[src/rtl/riscv_core_pkg.sv]
// Shared definitions for the riscv_core pipeline: opcodes, function codes,
// ALU operations and immediate formats.
package riscv_core_pkg;

  localparam logic [6:0] OPC_LUI    = 7'b0110111;
  localparam logic [6:0] OPC_AUIPC  = 7'b0010111;
  localparam logic [6:0] OPC_JAL    = 7'b1101111;
  localparam logic [6:0] OPC_JALR   = 7'b1100111;
  localparam logic [6:0] OPC_BRANCH = 7'b1100011;
  localparam logic [6:0] OPC_LOAD   = 7'b0000011;
  localparam logic [6:0] OPC_STORE  = 7'b0100011;
  localparam logic [6:0] OPC_OPIMM  = 7'b0010011;
  localparam logic [6:0] OPC_OP     = 7'b0110011;

  localparam logic [2:0] F3_ADD  = 3'b000;
  localparam logic [2:0] F3_SLL  = 3'b001;
  localparam logic [2:0] F3_SLT  = 3'b010;
  localparam logic [2:0] F3_SLTU = 3'b011;
  localparam logic [2:0] F3_XOR  = 3'b100;
  localparam logic [2:0] F3_SR   = 3'b101;
  localparam logic [2:0] F3_OR   = 3'b110;
  localparam logic [2:0] F3_AND  = 3'b111;

  localparam logic [2:0] F3_BEQ  = 3'b000;
  localparam logic [2:0] F3_BNE  = 3'b001;
  localparam logic [2:0] F3_BLT  = 3'b100;
  localparam logic [2:0] F3_BGE  = 3'b101;
  localparam logic [2:0] F3_BLTU = 3'b110;
  localparam logic [2:0] F3_BGEU = 3'b111;

  typedef enum logic [3:0] {
    ALU_ADD, ALU_SUB, ALU_SLL, ALU_SLT, ALU_SLTU,
    ALU_XOR, ALU_SRL, ALU_SRA, ALU_OR, ALU_AND, ALU_PASSB
  } alu_op_e;

  typedef enum logic [2:0] {IMM_I, IMM_S, IMM_B, IMM_U, IMM_J} imm_type_e;

  function automatic logic [31:0] imm_gen(input logic [31:0] ins, input imm_type_e t);
    logic [31:0] imm;
    case (t)
      IMM_I:   imm = {{20{ins[31]}}, ins[31:20]};
      IMM_S:   imm = {{20{ins[31]}}, ins[31:25], ins[11:7]};
      IMM_B:   imm = {{19{ins[31]}}, ins[31], ins[7], ins[30:25], ins[11:8], 1'b0};
      IMM_U:   imm = {ins[31:12], 12'b0};
      IMM_J:   imm = {{11{ins[31]}}, ins[31], ins[19:12], ins[20], ins[30:21], 1'b0};
      default: imm = '0;
    endcase
    return imm;
  endfunction

  // alt selects SUB / SRA; the caller must only raise it where bit 30 is a function bit
  function automatic alu_op_e alu_from_f3(input logic [2:0] f3, input logic alt);
    alu_op_e op;
    case (f3)
      F3_ADD:  op = alt ? ALU_SUB : ALU_ADD;
      F3_SLL:  op = ALU_SLL;
      F3_SLT:  op = ALU_SLT;
      F3_SLTU: op = ALU_SLTU;
      F3_XOR:  op = ALU_XOR;
      F3_SR:   op = alt ? ALU_SRA : ALU_SRL;
      F3_OR:   op = ALU_OR;
      default: op = ALU_AND;
    endcase
    return op;
  endfunction

endpackage

[src/rtl/riscv_core_alu.sv]
// Combinational 32-bit integer ALU for the EX stage.
module riscv_core_alu
  import riscv_core_pkg::*;
(
  input  alu_op_e     op_i,
  input  logic [31:0] a_i,
  input  logic [31:0] b_i,
  output logic [31:0] res_o
);

  logic [4:0] shamt;
  assign shamt = b_i[4:0];

  always_comb begin
    res_o = '0;
    case (op_i)
      ALU_ADD:   res_o = a_i + b_i;
      ALU_SUB:   res_o = a_i - b_i;
      ALU_SLL:   res_o = a_i << shamt;
      ALU_SLT:   res_o = {31'b0, $signed(a_i) < $signed(b_i)};
      ALU_SLTU:  res_o = {31'b0, a_i < b_i};
      ALU_XOR:   res_o = a_i ^ b_i;
      ALU_SRL:   res_o = a_i >> shamt;
      ALU_SRA:   res_o = $unsigned($signed(a_i) >>> shamt);
      ALU_OR:    res_o = a_i | b_i;
      ALU_AND:   res_o = a_i & b_i;
      ALU_PASSB: res_o = b_i;
      default:   res_o = '0;
    endcase
  end

endmodule

[src/rtl/riscv_core_regfile.sv]
// 32x32 register file: two asynchronous read ports, one synchronous write port.
module riscv_core_regfile (
  input  logic        clk,
  input  logic        rst,
  input  logic [4:0]  raddr1_i,
  input  logic [4:0]  raddr2_i,
  output logic [31:0] rdata1_o,
  output logic [31:0] rdata2_o,
  input  logic        we_i,
  input  logic [4:0]  waddr_i,
  input  logic [31:0] wdata_i
);

  logic [31:0] MEM [0:31];

  assign rdata1_o = MEM[raddr1_i];
  assign rdata2_o = MEM[raddr2_i];

  // MEM[0] is never written, so x0 reads zero without a read-side mux
  always_ff @(posedge clk or posedge rst) begin
    if (rst) begin
      for (int i = 0; i < 32; i++) MEM[i] <= '0;
    end else if (we_i && (waddr_i != 5'd0)) begin
      MEM[waddr_i] <= wdata_i;
    end
  end

endmodule

[src/rtl/riscv_core.sv]
// RV32I core, 3-stage pipeline (IF / EX / WB) between synchronous instruction
// and data memories with 1-cycle read latency.
module riscv_core
  import riscv_core_pkg::*;
#(
  parameter logic [31:0] RESET_PC = 32'h0000_0000
) (
  input  logic        clk,
  input  logic        rst,
  output logic [31:0] IM_addr_o,
  input  logic [31:0] IM_data_i,
  output logic        DM_EN_o,
  output logic        DM_WEN_o,
  output logic [31:0] DM_addr_o,
  output logic [31:0] DM_data_o,
  input  logic [31:0] DM_data_i
);

  logic [31:0] pc_q, pc_d, pc_ex_q, pc_ex_d, wb_data_q, wb_data_d;
  logic        ex_valid_q, ex_valid_d, wb_valid_q, wb_valid_d;
  logic        wb_we_q, wb_we_d, wb_is_load_q, wb_is_load_d;
  logic [4:0]  wb_rd_q, wb_rd_d;

  logic [31:0] instr, imm, rs1_rf, rs2_rf, rs1_val, rs2_val, wb_val;
  logic [31:0] alu_a, alu_b, alu_res, target, pc_ex_plus4;
  logic [6:0]  opcode;
  logic [2:0]  funct3;
  logic [4:0]  rs1, rs2, rd;
  alu_op_e     alu_op;
  imm_type_e   imm_type;
  logic        use_pc_a, use_imm_b, rd_we, is_load, is_store;
  logic        is_branch, is_jal, is_jalr, br_cond, redirect;

  assign instr  = IM_data_i;
  assign opcode = instr[6:0];
  assign rd     = instr[11:7];
  assign funct3 = instr[14:12];
  assign rs1    = instr[19:15];
  assign rs2    = instr[24:20];

  riscv_core_regfile u_REGFILE (
    .clk      (clk),
    .rst      (rst),
    .raddr1_i (rs1),
    .raddr2_i (rs2),
    .rdata1_o (rs1_rf),
    .rdata2_o (rs2_rf),
    .we_i     (wb_valid_q && wb_we_q),
    .waddr_i  (wb_rd_q),
    .wdata_i  (wb_val)
  );

  // A load's WB value is the memory data arriving this cycle, which makes load-use stall-free
  assign wb_val  = wb_is_load_q ? DM_data_i : wb_data_q;
  assign rs1_val = (wb_valid_q && wb_we_q && wb_rd_q != 5'd0 && wb_rd_q == rs1) ? wb_val : rs1_rf;
  assign rs2_val = (wb_valid_q && wb_we_q && wb_rd_q != 5'd0 && wb_rd_q == rs2) ? wb_val : rs2_rf;

  always_comb begin
    alu_op    = ALU_ADD;
    imm_type  = IMM_I;
    use_pc_a  = 1'b0;
    use_imm_b = 1'b0;
    rd_we     = 1'b0;
    is_load   = 1'b0;
    is_store  = 1'b0;
    is_branch = 1'b0;
    is_jal    = 1'b0;
    is_jalr   = 1'b0;
    if (ex_valid_q) begin
      case (opcode)
        OPC_LUI:    begin imm_type = IMM_U; use_imm_b = 1'b1; alu_op = ALU_PASSB; rd_we = 1'b1; end
        OPC_AUIPC:  begin imm_type = IMM_U; use_pc_a = 1'b1; use_imm_b = 1'b1; rd_we = 1'b1; end
        OPC_JAL:    begin imm_type = IMM_J; is_jal = 1'b1; rd_we = 1'b1; end
        OPC_JALR:   begin imm_type = IMM_I; is_jalr = 1'b1; rd_we = 1'b1; end
        OPC_BRANCH: begin imm_type = IMM_B; is_branch = 1'b1; end
        OPC_LOAD:   begin imm_type = IMM_I; use_imm_b = 1'b1; is_load = 1'b1; rd_we = 1'b1; end
        OPC_STORE:  begin imm_type = IMM_S; use_imm_b = 1'b1; is_store = 1'b1; end
        OPC_OPIMM:  begin
          use_imm_b = 1'b1;
          rd_we     = 1'b1;
          alu_op    = alu_from_f3(funct3, (funct3 == F3_SR) && instr[30]);
        end
        OPC_OP:     begin rd_we = 1'b1; alu_op = alu_from_f3(funct3, instr[30]); end
        default:    ;
      endcase
    end
  end

  assign imm   = imm_gen(instr, imm_type);
  assign alu_a = use_pc_a ? pc_ex_q : rs1_val;
  assign alu_b = use_imm_b ? imm : rs2_val;

  riscv_core_alu u_alu (
    .op_i  (alu_op),
    .a_i   (alu_a),
    .b_i   (alu_b),
    .res_o (alu_res)
  );

  always_comb begin
    br_cond = 1'b0;
    case (funct3)
      F3_BEQ:  br_cond = (rs1_val == rs2_val);
      F3_BNE:  br_cond = (rs1_val != rs2_val);
      F3_BLT:  br_cond = ($signed(rs1_val) < $signed(rs2_val));
      F3_BGE:  br_cond = ($signed(rs1_val) >= $signed(rs2_val));
      F3_BLTU: br_cond = (rs1_val < rs2_val);
      F3_BGEU: br_cond = (rs1_val >= rs2_val);
      default: br_cond = 1'b0;
    endcase
  end

  assign pc_ex_plus4 = pc_ex_q + 32'd4;
  assign redirect    = is_jal || is_jalr || (is_branch && br_cond);
  assign target      = is_jalr ? ((rs1_val + imm) & ~32'd1) : (pc_ex_q + imm);

  assign IM_addr_o = pc_q;
  assign DM_EN_o   = ~(is_load || is_store);
  assign DM_WEN_o  = ~is_store;
  assign DM_addr_o = (is_load || is_store) ? alu_res : 32'd0;
  assign DM_data_o = is_store ? rs2_val : 32'd0;

  // On a redirect the word fetched from pc_ex+4 arrives next cycle and is squashed
  always_comb begin
    pc_d         = redirect ? target : pc_q + 32'd4;
    pc_ex_d      = pc_q;
    ex_valid_d   = ~redirect;
    wb_valid_d   = ex_valid_q;
    wb_we_d      = rd_we;
    wb_rd_d      = rd;
    wb_is_load_d = is_load;
    wb_data_d    = (is_jal || is_jalr) ? pc_ex_plus4 : alu_res;
  end

  always_ff @(posedge clk or posedge rst) begin
    if (rst) begin
      pc_q         <= RESET_PC;
      pc_ex_q      <= RESET_PC;
      ex_valid_q   <= 1'b0;
      wb_valid_q   <= 1'b0;
      wb_we_q      <= 1'b0;
      wb_is_load_q <= 1'b0;
      wb_rd_q      <= 5'd0;
      wb_data_q    <= 32'd0;
    end else begin
      pc_q         <= pc_d;
      pc_ex_q      <= pc_ex_d;
      ex_valid_q   <= ex_valid_d;
      wb_valid_q   <= wb_valid_d;
      wb_we_q      <= wb_we_d;
      wb_is_load_q <= wb_is_load_d;
      wb_rd_q      <= wb_rd_d;
      wb_data_q    <= wb_data_d;
    end
  end

endmodule

[config.mk]
export PLATFORM = sky130hd
export DESIGN_NAME = riscv_core
export DESIGN_NICKNAME = d
export VERILOG_FILES = /design/src/rtl/riscv_core_pkg.sv /design/src/rtl/riscv_core_alu.sv /design/src/rtl/riscv_core_regfile.sv /design/src/rtl/riscv_core.sv
export SDC_FILE = /design/constraint.sdc
export NUM_CORES = 2
export LEC_CHECK = 0
export BUFFER_PORTS_ARGS = -buffer_cell sky130_fd_sc_hd__buf_4
export CAP_MARGIN = 20
export CORE_MARGIN = 2
export CORE_UTILIZATION = 58
export CTS_CLUSTER_DIAMETER = 40
export DETAILED_ROUTE_END_ITERATION = 7
export GPL_TIMING_DRIVEN = 0
export HOLD_SLACK_MARGIN = 0.06
export PLACE_DENSITY_LB_ADDON = 0.08
export SYNTH_ARGS = -nofsm -noshare
export SYNTH_HDL_FRONTEND = slang
export SYNTH_SLANG_ARGS = --single-unit
[constraint.sdc]
create_clock -name clk -period 36.9 [get_ports clk]
set_input_delay 3.69 -clock clk [delete_from_list [all_inputs] [get_ports clk]]
set_output_delay 3.69 -clock clk [all_outputs]
set_load 0.02 [all_outputs]
==> flow_metrics.tcl, run 1 <==
set metrics [dict create \
    root_buffer "clkbuf_16" \
    async_flop_share 1.000 \
    stop_stage "global routing (5_1_grt)" \
    first_global_vias 80680 \
    io_pins 164 \
    grt_pass1_wl_mm 642.6 \
    grt_overflow 5 \
    fp-row-count 130 \
    synth-seq-cells 1129 \
    status "did not finish" \
    numPortBuffers 158 \
    synth_most_common_cell "dfrtp_1" \
    yosysSeqAreaShare 0.3879 \
    grt_max_degree 138 \
    synth_top_cell_area_share 0.3879 \
    start_util 0.5822 \
    syn_avg_cell_area_um2 9.788 \
    yosys_warnings 0 \
    cts_buffers 150 \
    dp.final_hpwl_mm 317.5 \
    fp.dieW_um 358.3 \
    syn_nets 7709 \
    cts_buffer_depth 3 \
    synth_area_leaders "dfrtp_1 (39%), mux4_2 (14%), a21oi_1 (5.9%), mux2i_1 (5.3%), nor2_1 (5.1%)" \
    synth.distinct_cells 106 \
    die_h_um 358.3 \
    synth_edf_count 0 \
    synth_area_um2 72830 \
    cts_hold_buf 0 \
    synth_ff_type "dfrtp_1" \
    syn_inst 7440 \
    grt_use_total 0.7256 \
    gp_routability_congestion 1.169 \
    error "[ERROR GRT-0116] Global routing finished with congestion. Check the congestion regions in the DRC Viewer." \
    yosys.area.top_type "dfrtp_1" \
    post_cts_resized 0 \
    htree_levels 4 \
    cts_setup_buffers 0 \
    synthTopCellsByCount "dfrtp_1 (1129), nor2_1 (995), a21oi_1 (864)" \
    cts.sinks 1129 \
]
==> per-stage QoR <==
| step | hold slack, ns | utilization | setup WS (ns) | area [µm²] | instances |
|---|---|---|---|---|---|
| floorplan | 0.3519 | - | 1.416 | 72830 | 7440 |
| global placement | 0.3913 | 0.6082 | -9.824 | 76080 | 9248 |
| detailed placement | 0.3955 | 0.6191 | 18.24 | 77440 | 9339 |
| CTS | 0.4510 | 0.6623 | 18.12 | 82840 | 9619 |
==> metal layers <==
layer	global-route usage	GRT overflow
met2	0.8449	2
met3	0.6091	2
met5	0.3826	0
met4	0.6357	1
met1	0.7667	0
==> cells by family after synthesis <==
kind of cell / share of synthesized area
flops: 0.3879
buf+inv: 0.04848
compound gates: 0.1768
simple gates: 0.1214
mux: 0.2173
xor+xnor: 0.01275
fa+ha+maj: 0.03529
==> run 2, diff against run 1 <==
--- a/config.mk
+++ b/config.mk
@@ -8,12 +8,10 @@
 export BUFFER_PORTS_ARGS = -buffer_cell sky130_fd_sc_hd__buf_4
 export CAP_MARGIN = 20
 export CORE_MARGIN = 2
-export CORE_UTILIZATION = 58
-export CTS_CLUSTER_DIAMETER = 40
+export CORE_UTILIZATION = 40
 export DETAILED_ROUTE_END_ITERATION = 7
 export GPL_TIMING_DRIVEN = 0
-export HOLD_SLACK_MARGIN = 0.06
-export PLACE_DENSITY_LB_ADDON = 0.08
+export PLACE_DENSITY_LB_ADDON = 0.15
 export SYNTH_ARGS = -nofsm -noshare
 export SYNTH_HDL_FRONTEND = slang
 export SYNTH_SLANG_ARGS = --single-unit
==> constraint.sdc (replaced) <==
create_clock -name clk -period 48 [get_ports clk]
set_input_delay 4.8 -clock clk [delete_from_list [all_inputs] [get_ports clk]]
set_output_delay 4.8 -clock clk [all_outputs]
set_load 0.02 [all_outputs]
==> run 2 against run 1 <==
Against the previous run: the flow now finishes, with violations (design-rule violations); synthesized area unchanged; synthesized cell count unchanged.
==> flow_metrics.tcl, run 2 <==
set metrics [dict create \
    status "complete, but fails checks" \
    violations "design-rule violations" \
    path_clk_slew_ns 0.06 \
    whs_path_depth 0 \
    yosysSeqAreaShare 0.3879 \
    fmax_mhz 46.16 \
    worst_pin_slew_ns 1.389 \
    die_h_um 430.7 \
    start_util 0.4029 \
    largest_reg_flops 1024 \
    fp.dieW_um 430.7 \
    grt_max_degree 125 \
    setup_viol 0 \
    multi_input_area_um2 41150 \
    root_buffer "clkbuf_16" \
    numPortBuffers 158 \
    cp_top_family "buffers and inverters" \
    cp-start-kind "primary input" \
    slowest_delay_ns 1.03 \
    critPathRequiredTime_ns 43.20 \
    post_cts_resized 0 \
    grt_overflow 0 \
    synthTopCellsByCount "dfrtp_1 (1129), nor2_1 (995), a21oi_1 (864)" \
    p_per_area_nw_per_um2 38.60 \
    clock_latency_ns 0.85 \
    wl_mm 453.5 \
    period_share 0.4513 \
    fin_skew_ns 0.04060 \
    reg2reg_depth 20 \
    synth_area_leaders "dfrtp_1 (39%), mux4_2 (14%), a21oi_1 (5.9%), mux2i_1 (5.3%), nor2_1 (5.1%)" \
    top_register "u_REGFILE.MEM" \
    rsz0062_at_grt "false" \
    synth_ff_type "dfrtp_1" \
    gp_routability_congestion 1.067 \
    synth_top_cell_area_share 0.3879 \
    layout_common_cells "dfrtp_1 (1129), nor2_1 (993), a21oi_1 (864)" \
    cts_buffer_depth 3 \
    vias 74180 \
    first_global_vias 69020 \
    grt_pass1_wl_mm 600.9 \
    cts_hold_buf 0 \
    regArea_um2 28250 \
    wire_per_inst_um 43.48 \
    final_core_util 0.4670 \
    drive_gt1_frac 0.1741 \
    die_area_um2 185500 \
    holdWs_ns 0.4200 \
    core_um2 180700 \
    synth_area_um2 72830 \
    synth_most_common_cell "dfrtp_1" \
    syn_nets 7709 \
    fillers 17420 \
    route.detailed.drc 1 \
    tritoncts "yes" \
    area_delta_synth_final_pct 15.91 \
    async_flop_share 1.000 \
    peakVddDrop_mv 0.04490 \
    syn_avg_cell_area_um2 9.788 \
    fp-row-count 156 \
    yosys.area.top_type "dfrtp_1" \
    synth.distinct_cells 106 \
    grt_use_total 0.4782 \
    crit_buf_inv 9 \
    io_pins 164 \
    syn_inst 7440 \
    cpMaxStageDelayCell "clkbuf_1" \
    drv_cap 0 \
    first_pass_iters 8 \
    end_kind "output port" \
    total_power_mw 3.258 \
    setup_slack_ns 26.34 \
    nNetsFinal 8196 \
    synth-seq-cells 1129 \
    p_leak_nw 33.36 \
    crit_type "primary input to output port" \
    cts_setup_buffers 0 \
    cp_max_fo 10 \
    period_needed_ns 21.66 \
    final_cells 10430 \
    slew_headroom 0.06541 \
    cts.sinks 1129 \
    place_inst 10140 \
    antenna_left 0 \
    yosys_warnings 0 \
    via_per_inst 7.112 \
    worstPathArrival_ns 16.86 \
    mostFrequentLayoutCell "dfrtp_1" \
    pre_cts_ws_ns 26.90 \
    hold_viol 0 \
    hold_class "flop to flop" \
    finalMaxSlewViolations 0 \
    cp.depth 27 \
    drtIter0Drc 12670 \
    antenna_found_initial 40 \
    cts_buffers 132 \
    synth_edf_count 0 \
    htree_levels 4 \
    dp.final_hpwl_mm 342.6 \
]
run 2: cell counts after synthesis:
Identical to the previous run, type by type.
run 2: kinds of logic after synthesis:
group,Yosys count,share of synthesized area
AO/OA/AOI/OAI,2157,0.1768
AND/OR/NAND/NOR,2079,0.1214
flip-flops,1129,0.3879
multiplexers,968,0.2173
buffers and inverters,798,0.04848
adder cells (fa/ha/maj),203,0.03529
XOR/XNOR,106,0.01275
run 2: path summary, 6_finish.rpt:
kind                                           from                              to  slack [ns]
max in group asynchronous                       rst  u_REGFILE.MEM[131]$_DFFE_PP0P_       41.18
max                                   IM_data_i[21]                    DM_addr_o[0]       26.34
min reg2reg                IM_addr_o[1]$_DFFE_PP0N_            pc_ex_q[1]$_DFF_PP0_        0.42
max reg2reg                    wb_rd_q[4]$_DFF_PP0_         IM_addr_o[17]$_DFF_PP0_       37.94
min in group asynchronous                       rst  u_REGFILE.MEM[918]$_DFFE_PP0P_        4.01
min                        IM_addr_o[1]$_DFFE_PP0N_            pc_ex_q[1]$_DFF_PP0_        0.42
run 2: through the flow:
stage / area [µm²] / TNS (ns)
global route: 84340 / 0
CTS: 84000 / 0
detailed placement: 79490 / 0
global placement: 76980 / -2374.49
finish: 84410 / 0
floorplan: 72830 / 0
run 2: cell type report:
| type | count | share of cell area |
|---|---|---|
| clock inverters | 50 | 0.008182 |
| well taps | 2370 | 0.03513 |
| repair buffers | 353 | 0.04597 |
| plain buffers | 676 | 0.03675 |
| flip-flops and latches | 1129 | 0.3347 |
| diodes | 29 | 0.0008597 |
| inverters | 122 | 0.005544 |
| clock buffers | 188 | 0.04531 |
| multi-input cells | 5513 | 0.4876 |
run 2: where the power goes:
part / internal [mW] / switching, mW / total (mW)
sequential: 1.04 / 0.129 / 1.17
clock: 0.620 / 0.461 / 1.08
combinational: 0.329 / 0.680 / 1.01
total: 1.99 / 1.27 / 3.26
run 2: routing by layer:
layer	global-route usage	vias up	routed length [µm]
met1	0.5684	37340	158500
met5	0.008067	-	363
met2	0.6593	6634	181000
met3	0.2040	1896	63950
met4	0.4136	20	49630
li1	-	28290	-
Power figures use the tool's default switching activity.
